==> config.mk <==
export PLATFORM = sky130hd
export DESIGN_NAME = fetch_stage_flat
export DESIGN_NICKNAME = d
export VERILOG_FILES = /design/src/rtl/cpu_pkg.sv /design/src/rtl/fetch_stage_if.sv /design/src/rtl/fetch_stage.sv /design/src/flat_wrapper.sv
export SDC_FILE = /design/constraint.sdc
export NUM_CORES = 1
export LEC_CHECK = 0
export BUFFER_PORTS_ARGS = -buffer_cell sky130_fd_sc_hd__buf_2
export CAP_MARGIN = 30
export CELL_PAD_IN_SITES_DETAIL_PLACEMENT = 0
export CELL_PAD_IN_SITES_GLOBAL_PLACEMENT = 1
export CORE_MARGIN = 10
export CORE_UTILIZATION = 32
export DETAILED_ROUTE_END_ITERATION = 7
export PLACE_DENSITY_LB_ADDON = 0.1
export SYNTH_ARGS = -nofsm -noshare
export SYNTH_HDL_FRONTEND = slang
export SYNTH_SLANG_ARGS = --single-unit
==> constraint.sdc <==
create_clock -name clk -period 3.1 [get_ports clk]
set_clock_uncertainty 0.1 [all_clocks]
set_input_delay 0.62 -clock clk [delete_from_list [all_inputs] [get_ports clk]]
set_output_delay 0.62 -clock clk [all_outputs]
set_load 0.02 [all_outputs]
==> src/rtl/cpu_pkg.sv <==
// Shared pipeline definitions: IF->ID bus layout, fetch constants, fetch state encoding.
package cpu_pkg;

  localparam int IF_ID_W = 62;
  localparam int PC_LSB  = 32;
  localparam int INS_LSB = 0;

  localparam logic [29:0] DEF_RESET_PC   = 30'h0000_0000;
  localparam logic [29:0] DEF_EXC_VECTOR = 30'h2FF0_00E0;

  typedef enum logic {RST, RUN} fetch_state_e;

  // Next fetch word address; earlier terms have priority.
  function automatic logic [29:0] sel_next_pc(
    input logic        exc_flush,
    input logic        jump,
    input logic [29:0] jump_addr,
    input logic        adv,
    input logic [29:0] pc,
    input logic [29:0] exc_vector
  );
    if (exc_flush)  return exc_vector;
    else if (jump)  return jump_addr;
    else if (adv)   return pc + 30'd1;
    else            return pc;
  endfunction

endpackage

==> src/rtl/fetch_stage_if.sv <==
// IF->ID handshake and bus; master = fetch stage, slave = decode stage.
interface fetch_stage_if;
  import cpu_pkg::*;

  logic               if_valid;
  logic               id_ready;
  logic               if_finish;
  logic [IF_ID_W-1:0] IF_ID_BUS;
  logic [29:0]        pc_add_8;
  logic               if_adel;

  modport master (output if_valid, if_finish, IF_ID_BUS, pc_add_8, if_adel,
                  input  id_ready);
  modport slave  (input  if_valid, if_finish, IF_ID_BUS, pc_add_8, if_adel,
                  output id_ready);
endinterface

==> src/rtl/fetch_stage.sv <==
// Instruction-fetch stage: owns the word PC, drives the 1-cycle sync ROM, redirects on jump/exception.
// Optional macro FETCH_ADEL_EN flags fetches whose PC lies above the ROM address range.
module fetch_stage
  import cpu_pkg::*;
#(
  parameter logic [29:0] RESET_PC   = DEF_RESET_PC,
  parameter logic [29:0] EXC_VECTOR = DEF_EXC_VECTOR,
  parameter int          ROM_AW     = 8
) (
  input  logic              clk,
  input  logic              reset,
  output logic [ROM_AW-1:0] rom_addr,
  input  logic [31:0]       rom_data,
  input  logic              jump,
  input  logic [29:0]       jump_addr,
  input  logic              exc_flush,
  fetch_stage_if.master     fi
);

  fetch_state_e state_q;
  logic [29:0]  pc_q;
  logic [29:0]  pc_nxt;
  logic         data_ok;
  logic         redirect;
  logic         valid;

  // The ROM is always addressed with the value pc_q takes at this edge, so in RUN
  // rom_data always holds the word for the current pc_q.
  always_comb begin
    redirect = exc_flush | jump;
    pc_nxt   = sel_next_pc(exc_flush, jump, jump_addr, fi.id_ready & data_ok, pc_q, EXC_VECTOR);
    rom_addr = (state_q == RST) ? RESET_PC[ROM_AW-1:0] : pc_nxt[ROM_AW-1:0];
  end

  always_ff @(posedge clk) begin
    if (reset) begin
      state_q <= RST;
      pc_q    <= RESET_PC;
      data_ok <= 1'b0;
    end else begin
      case (state_q)
        RST: begin
          state_q <= RUN;
          pc_q    <= RESET_PC;
          data_ok <= 1'b1;
        end
        default: pc_q <= pc_nxt;
      endcase
    end
  end

  // A redirect kills the sequential word already read for this cycle.
  assign valid        = (state_q == RUN) & data_ok & ~redirect;
  assign fi.if_valid  = valid;
  assign fi.if_finish = valid & fi.id_ready;
  assign fi.IF_ID_BUS = (state_q == RUN) ? {pc_q, rom_data} : {RESET_PC, 32'h0};
  assign fi.pc_add_8  = pc_q + 30'd2;

`ifdef FETCH_ADEL_EN
  assign fi.if_adel = valid & (pc_q[29:ROM_AW] != '0);
`else
  assign fi.if_adel = 1'b0;
`endif

endmodule

==> src/flat_wrapper.sv <==
// flat-port wrapper written by rule: the top's interface ports become plain ports
module fetch_stage_flat import cpu_pkg::*;
#(
  parameter logic [29:0] RESET_PC   = DEF_RESET_PC,
  parameter logic [29:0] EXC_VECTOR = DEF_EXC_VECTOR,
  parameter int          ROM_AW     = 8
)
  (clk, reset, rom_addr, rom_data, jump, jump_addr, exc_flush, fi_if_valid, fi_if_finish, fi_IF_ID_BUS, fi_pc_add_8, fi_if_adel, fi_id_ready);
  fetch_stage_if fi_i ();
  input  logic clk;
  input  logic reset;
  output logic [ROM_AW-1:0] rom_addr;
  input  logic [31:0] rom_data;
  input  logic jump;
  input  logic [29:0] jump_addr;
  input  logic exc_flush;
  output wire logic [$bits(fi_i.if_valid)-1:0] fi_if_valid;
  output wire logic [$bits(fi_i.if_finish)-1:0] fi_if_finish;
  output wire logic [$bits(fi_i.IF_ID_BUS)-1:0] fi_IF_ID_BUS;
  output wire logic [$bits(fi_i.pc_add_8)-1:0] fi_pc_add_8;
  output wire logic [$bits(fi_i.if_adel)-1:0] fi_if_adel;
  input wire logic [$bits(fi_i.id_ready)-1:0] fi_id_ready;
  assign fi_if_valid = fi_i.if_valid;
  assign fi_if_finish = fi_i.if_finish;
  assign fi_IF_ID_BUS = fi_i.IF_ID_BUS;
  assign fi_pc_add_8 = fi_i.pc_add_8;
  assign fi_if_adel = fi_i.if_adel;
  assign fi_i.id_ready = fi_id_ready;
  fetch_stage #(.RESET_PC(RESET_PC), .EXC_VECTOR(EXC_VECTOR), .ROM_AW(ROM_AW)) u_core (.clk(clk), .reset(reset), .rom_addr(rom_addr), .rom_data(rom_data), .jump(jump), .jump_addr(jump_addr), .exc_flush(exc_flush), .fi(fi_i));
endmodule
==> summary.md <==
| Metric | Value |
|---|---|
| Status | `complete, no violations` |
| RR Endpoint | `u_core.pc_q[18]` |
| Critical path fanouts, max | `9` |
| Hold Path Origin | `u_core.data_ok` |
| Initial DRC Count | `approximately 130` |
| Fin. max-slew vios | `0` |
| Grt ovf | `0` |
| Hold path endpoint | `u_core.data_ok` |
| Detailed placement HPWL | `9.22 mm` |
| Mapped Area | `2840 um2` |
| Via/cell ratio | `4.99` |
| Fmax | `344 MHz` |
| Hold Vio Cnt, Final | `0` |
| Row count | `34` |
| Final core utilization | `about 44%` |
| Area grow syn2layout | `35.9%` |
| Die Span X | `114 um` |
| Largest net degree at the start of global routing | `37` |
| Fin area | `3860 um2` |
| Routed Antenna Nets | `0` |
| Seq. cell area | `around 640 um2` |
| Critical path data arrival time | `2190 ps` |
| # diodes | `0` |
| Die area | `13000 um2` |
| Vias | `approximately 3300` |
| Worst-Margin Slew | `667 ps` |
| Drt total wl | `11.4 mm` |
| CP Capture Type | `primary output` |
| PortBufs | `168` |
| Post-synth cell types | `40` |
| Io pins | `170` |
| Number of global-route vias before repair | `3372` |
| Yosys warning total | `0` |
| CP delay by family, top | `simple AND/OR/NAND/NOR gates` |
| CTS Buf Count | `5` |
| Unrepaired setup endpoints after global routing | `false` |
| Power Dens Cells | `~280 nW/um2` |
| First-pass GRT wire length | `18.4 mm` |
| Mapped Nets | `463` |
| Initial Util | `about a third` |
| Final sum of negative setup slack | `0 ps` |
| Hold_ws | `440 ps` |
| Worst setup path class | `flop to primary output` |
| MaxCap Viol Count | `0` |
| Avg Inst Size Synth | `7.20 um2` |
| Core area | `8680 um2` |
| Maximum root-to-sink buffer count | `2` |
| GRT Overall Usage | `approximately 17%` |
| Hold Path Depth | `2` |
| Worst-Skew Late Latency | `roughly 280 ps` |
| Crit-path slowest cell | `dfxtp_1` |
| Reg2reg setup slack | `about 860 ps` |
| GP Congestion | `between 0.8 and 0.9` |
| WP data required | `2380 ps` |
| Post-synth ARST share | `0%` |
| Ys flop type | `dfxtp_1` |
| Clock-pin slew on the worst setup and hold paths | `roughly 70 ps` |
| Multi-input logic area | `2010 um2` |
| Routed wire per std cell | `17.4 um` |
| Final Power | `roughly 0.0011 W` |
| R2R depth | `6` |
| DRC | `0` |
| Syn Inst Count | `394` |
| Final setup violating endpoints | `0` |
| Largest stage delay on the critical path | `430 ps` |
| Critical Path Start | `u_core.pc_q[1]` |
| Clock H-tree levels | `2` |
| Register area share after synthesis | `22.6%` |
| Dpl cell area | `between 3000 and 4000 um2` |
| CTS tree | `built` |
| Worst vdd ir | `123 uV` |
| Router iterations before antenna repair | `4` |
| Worst Path Buf+Inv | `1` |
| Initial antenna violation count | `0` |
| Nets | `just over 600` |
| Slew headroom | `55.1%` |
| Layout cells sized above 1 | `a little over a third` |
| CTS Root Cell | `clkbuf_8` |
| Tmin final | `2910 ps` |
| CTS Sinks | `32` |
| Tightest Hold Check Type | `flop to flop` |
| Die H | `114 um` |
| Worst reg2reg path startpoint | `u_core.pc_q[1]` |
| Post-route clock period utilization | `93.8%` |
| Number of fillers in the final layout | `999` |
| Leak pwr | `1.85 nW` |
| Startpoint type of the worst setup path | `flop` |
| Post-CTS setup buffers | `0` |
| Crit path cell chain | `ha_1 -> nand4_4 -> nor3_4 -> nand4_1 -> xnor2_1 -> buf_2` |
| EDFF count, synth | `0` |
| Flops & latches, synth | `32` |
==> cells by family (layout without fill, tap and decap cells) <==
kind of cell	after synthesis	in the layout	share of synthesized area (%)
buffers and inverters	43	198	6.53
AND/OR/NAND/NOR	196	196	39.8
XOR/XNOR	54	54	16.7
other	1	1	0.132
multiplexers	1	1	0.353
flip-flops	32	32	22.6
adder cells (fa/ha/maj)	2	2	0.882
AO/OA/AOI/OAI	65	65	13.1
==> worst max path at each step <==
stage                      endpoint  slack [ps]  depth (start not counted)
detailed placement  fi_pc_add_8[27]         420                          6
finish              fi_pc_add_8[27]         190                          6
global placement    fi_pc_add_8[27]         460                          6
floorplan              fi_if_finish         600                          4
global route        fi_pc_add_8[19]          20                          6
CTS                 fi_pc_add_8[27]          90                          6
==> synthesized netlist by cell type (2+ instances only) <==
cell type | n | area share [%]
and2_1 | 67 | 15
dfxtp_1 | 32 | 23
xnor2_1 | 30 | 9.3
nor2_1 | 26 | 3.4
a21oi_1 | 24 | 4.2
xor2_1 | 24 | 7.4
nand3_1 | 21 | 3.7
nand4_1 | 20 | 4.4
clkbuf_1 | 19 | 2.5
nand2_1 | 19 | 2.5
o21ai_0 | 17 | 3.0
nor3_1 | 13 | 2.3
buf_2 | 12 | 2.1
o22ai_1 | 9 | 2.0
and3_1 | 7 | 1.5
inv_1 | 7 | 0.93
a31oi_1 | 6 | 1.3
nor4_1 | 5 | 1.1
nand2b_1 | 4 | 0.88
a211oi_1 | 3 | 0.79
a21o_1 | 3 | 0.79
and4_1 | 3 | 0.93
buf_4 | 2 | 0.53
ha_1 | 2 | 0.88
nor2b_1 | 2 | 0.44
nor4_2 | 2 | 0.88
or3_1 | 2 | 0.44
==> what timing repair did <==
action / CTS / global route
gates resized for setup: 0 / 0
hold buffers: 0 / 0
setup endpoints to repair: 0 / 4
==> final cells by class <==
cell class | count | share of cell area, %
clock buffer | 6 | 2.14
clock inverter | 2 | 0.259
inverter | 8 | 0.778
multi-input combinational | 319 | 52.2
sequential | 32 | 16.6
tap | 108 | 3.50
timing repair buffer | 182 | 24.5
==> cell usage in the layout, fill, tap and decap left out, drive strengths merged, types with 2 or more instances in the layout <==
| cell type | instances |
|---|---|
| and4 | 3 |
| or3 | 2 |
| nor3 | 15 |
| a21o | 3 |
| clkbuf | 6 |
| buf | 182 |
| nor2b | 2 |
| nand4 | 22 |
| inv | 7 |
| xnor2 | 30 |
| nand2 | 19 |
| and2 | 67 |
| xor2 | 24 |
| nand2b | 4 |
| o21ai | 17 |
| clkinv | 3 |
| a211oi | 3 |
| nor4 | 7 |
| and3 | 7 |
| a31oi | 6 |
| a21oi | 24 |
| nor2 | 26 |
| o22ai | 9 |
| dfxtp | 32 |
| ha | 2 |
| nand3 | 22 |
==> sequential cells by signal, indices dropped and copies added, names as in the netlist <==
| signal | count |
|---|---|
| u_core.pc_q | 30 |
| u_core.state_q | 1 |
| u_core.data_ok | 1 |
==> tightest hold or removal path, stage by stage (launching register included) <==
cell and delay (ps):
dfxtp_1 350, inv_1 90, a21oi_1 60
==> routing by layer <==
layer	vias to the layer above	share of wire (%)	global-route usage [%]
met5	-	0	0
met4	0	0.99	3.43
met3	10	6.9	4.14
met2	104	49	29.6
met1	1504	43	21.0
li1	1662	-	-
==> power by group <==
group	internal, W	switching, W	total, W	leakage, nW
combinational	0.000118	0.000170	0.000288	1.53
sequential	0.000427	0.0000344	0.000461	0.262
clock	0.000177	0.000162	0.000339	0.0510
total	0.000723	0.000366	0.00109	1.85
==> through the flow <==
step	std cells	setup WS (ps)
CTS	657	86.5
global route	657	16.0
global placement	649	457
finish	657	193
detailed placement	649	422
floorplan	394	603
(Power assumes the default switching activity.)
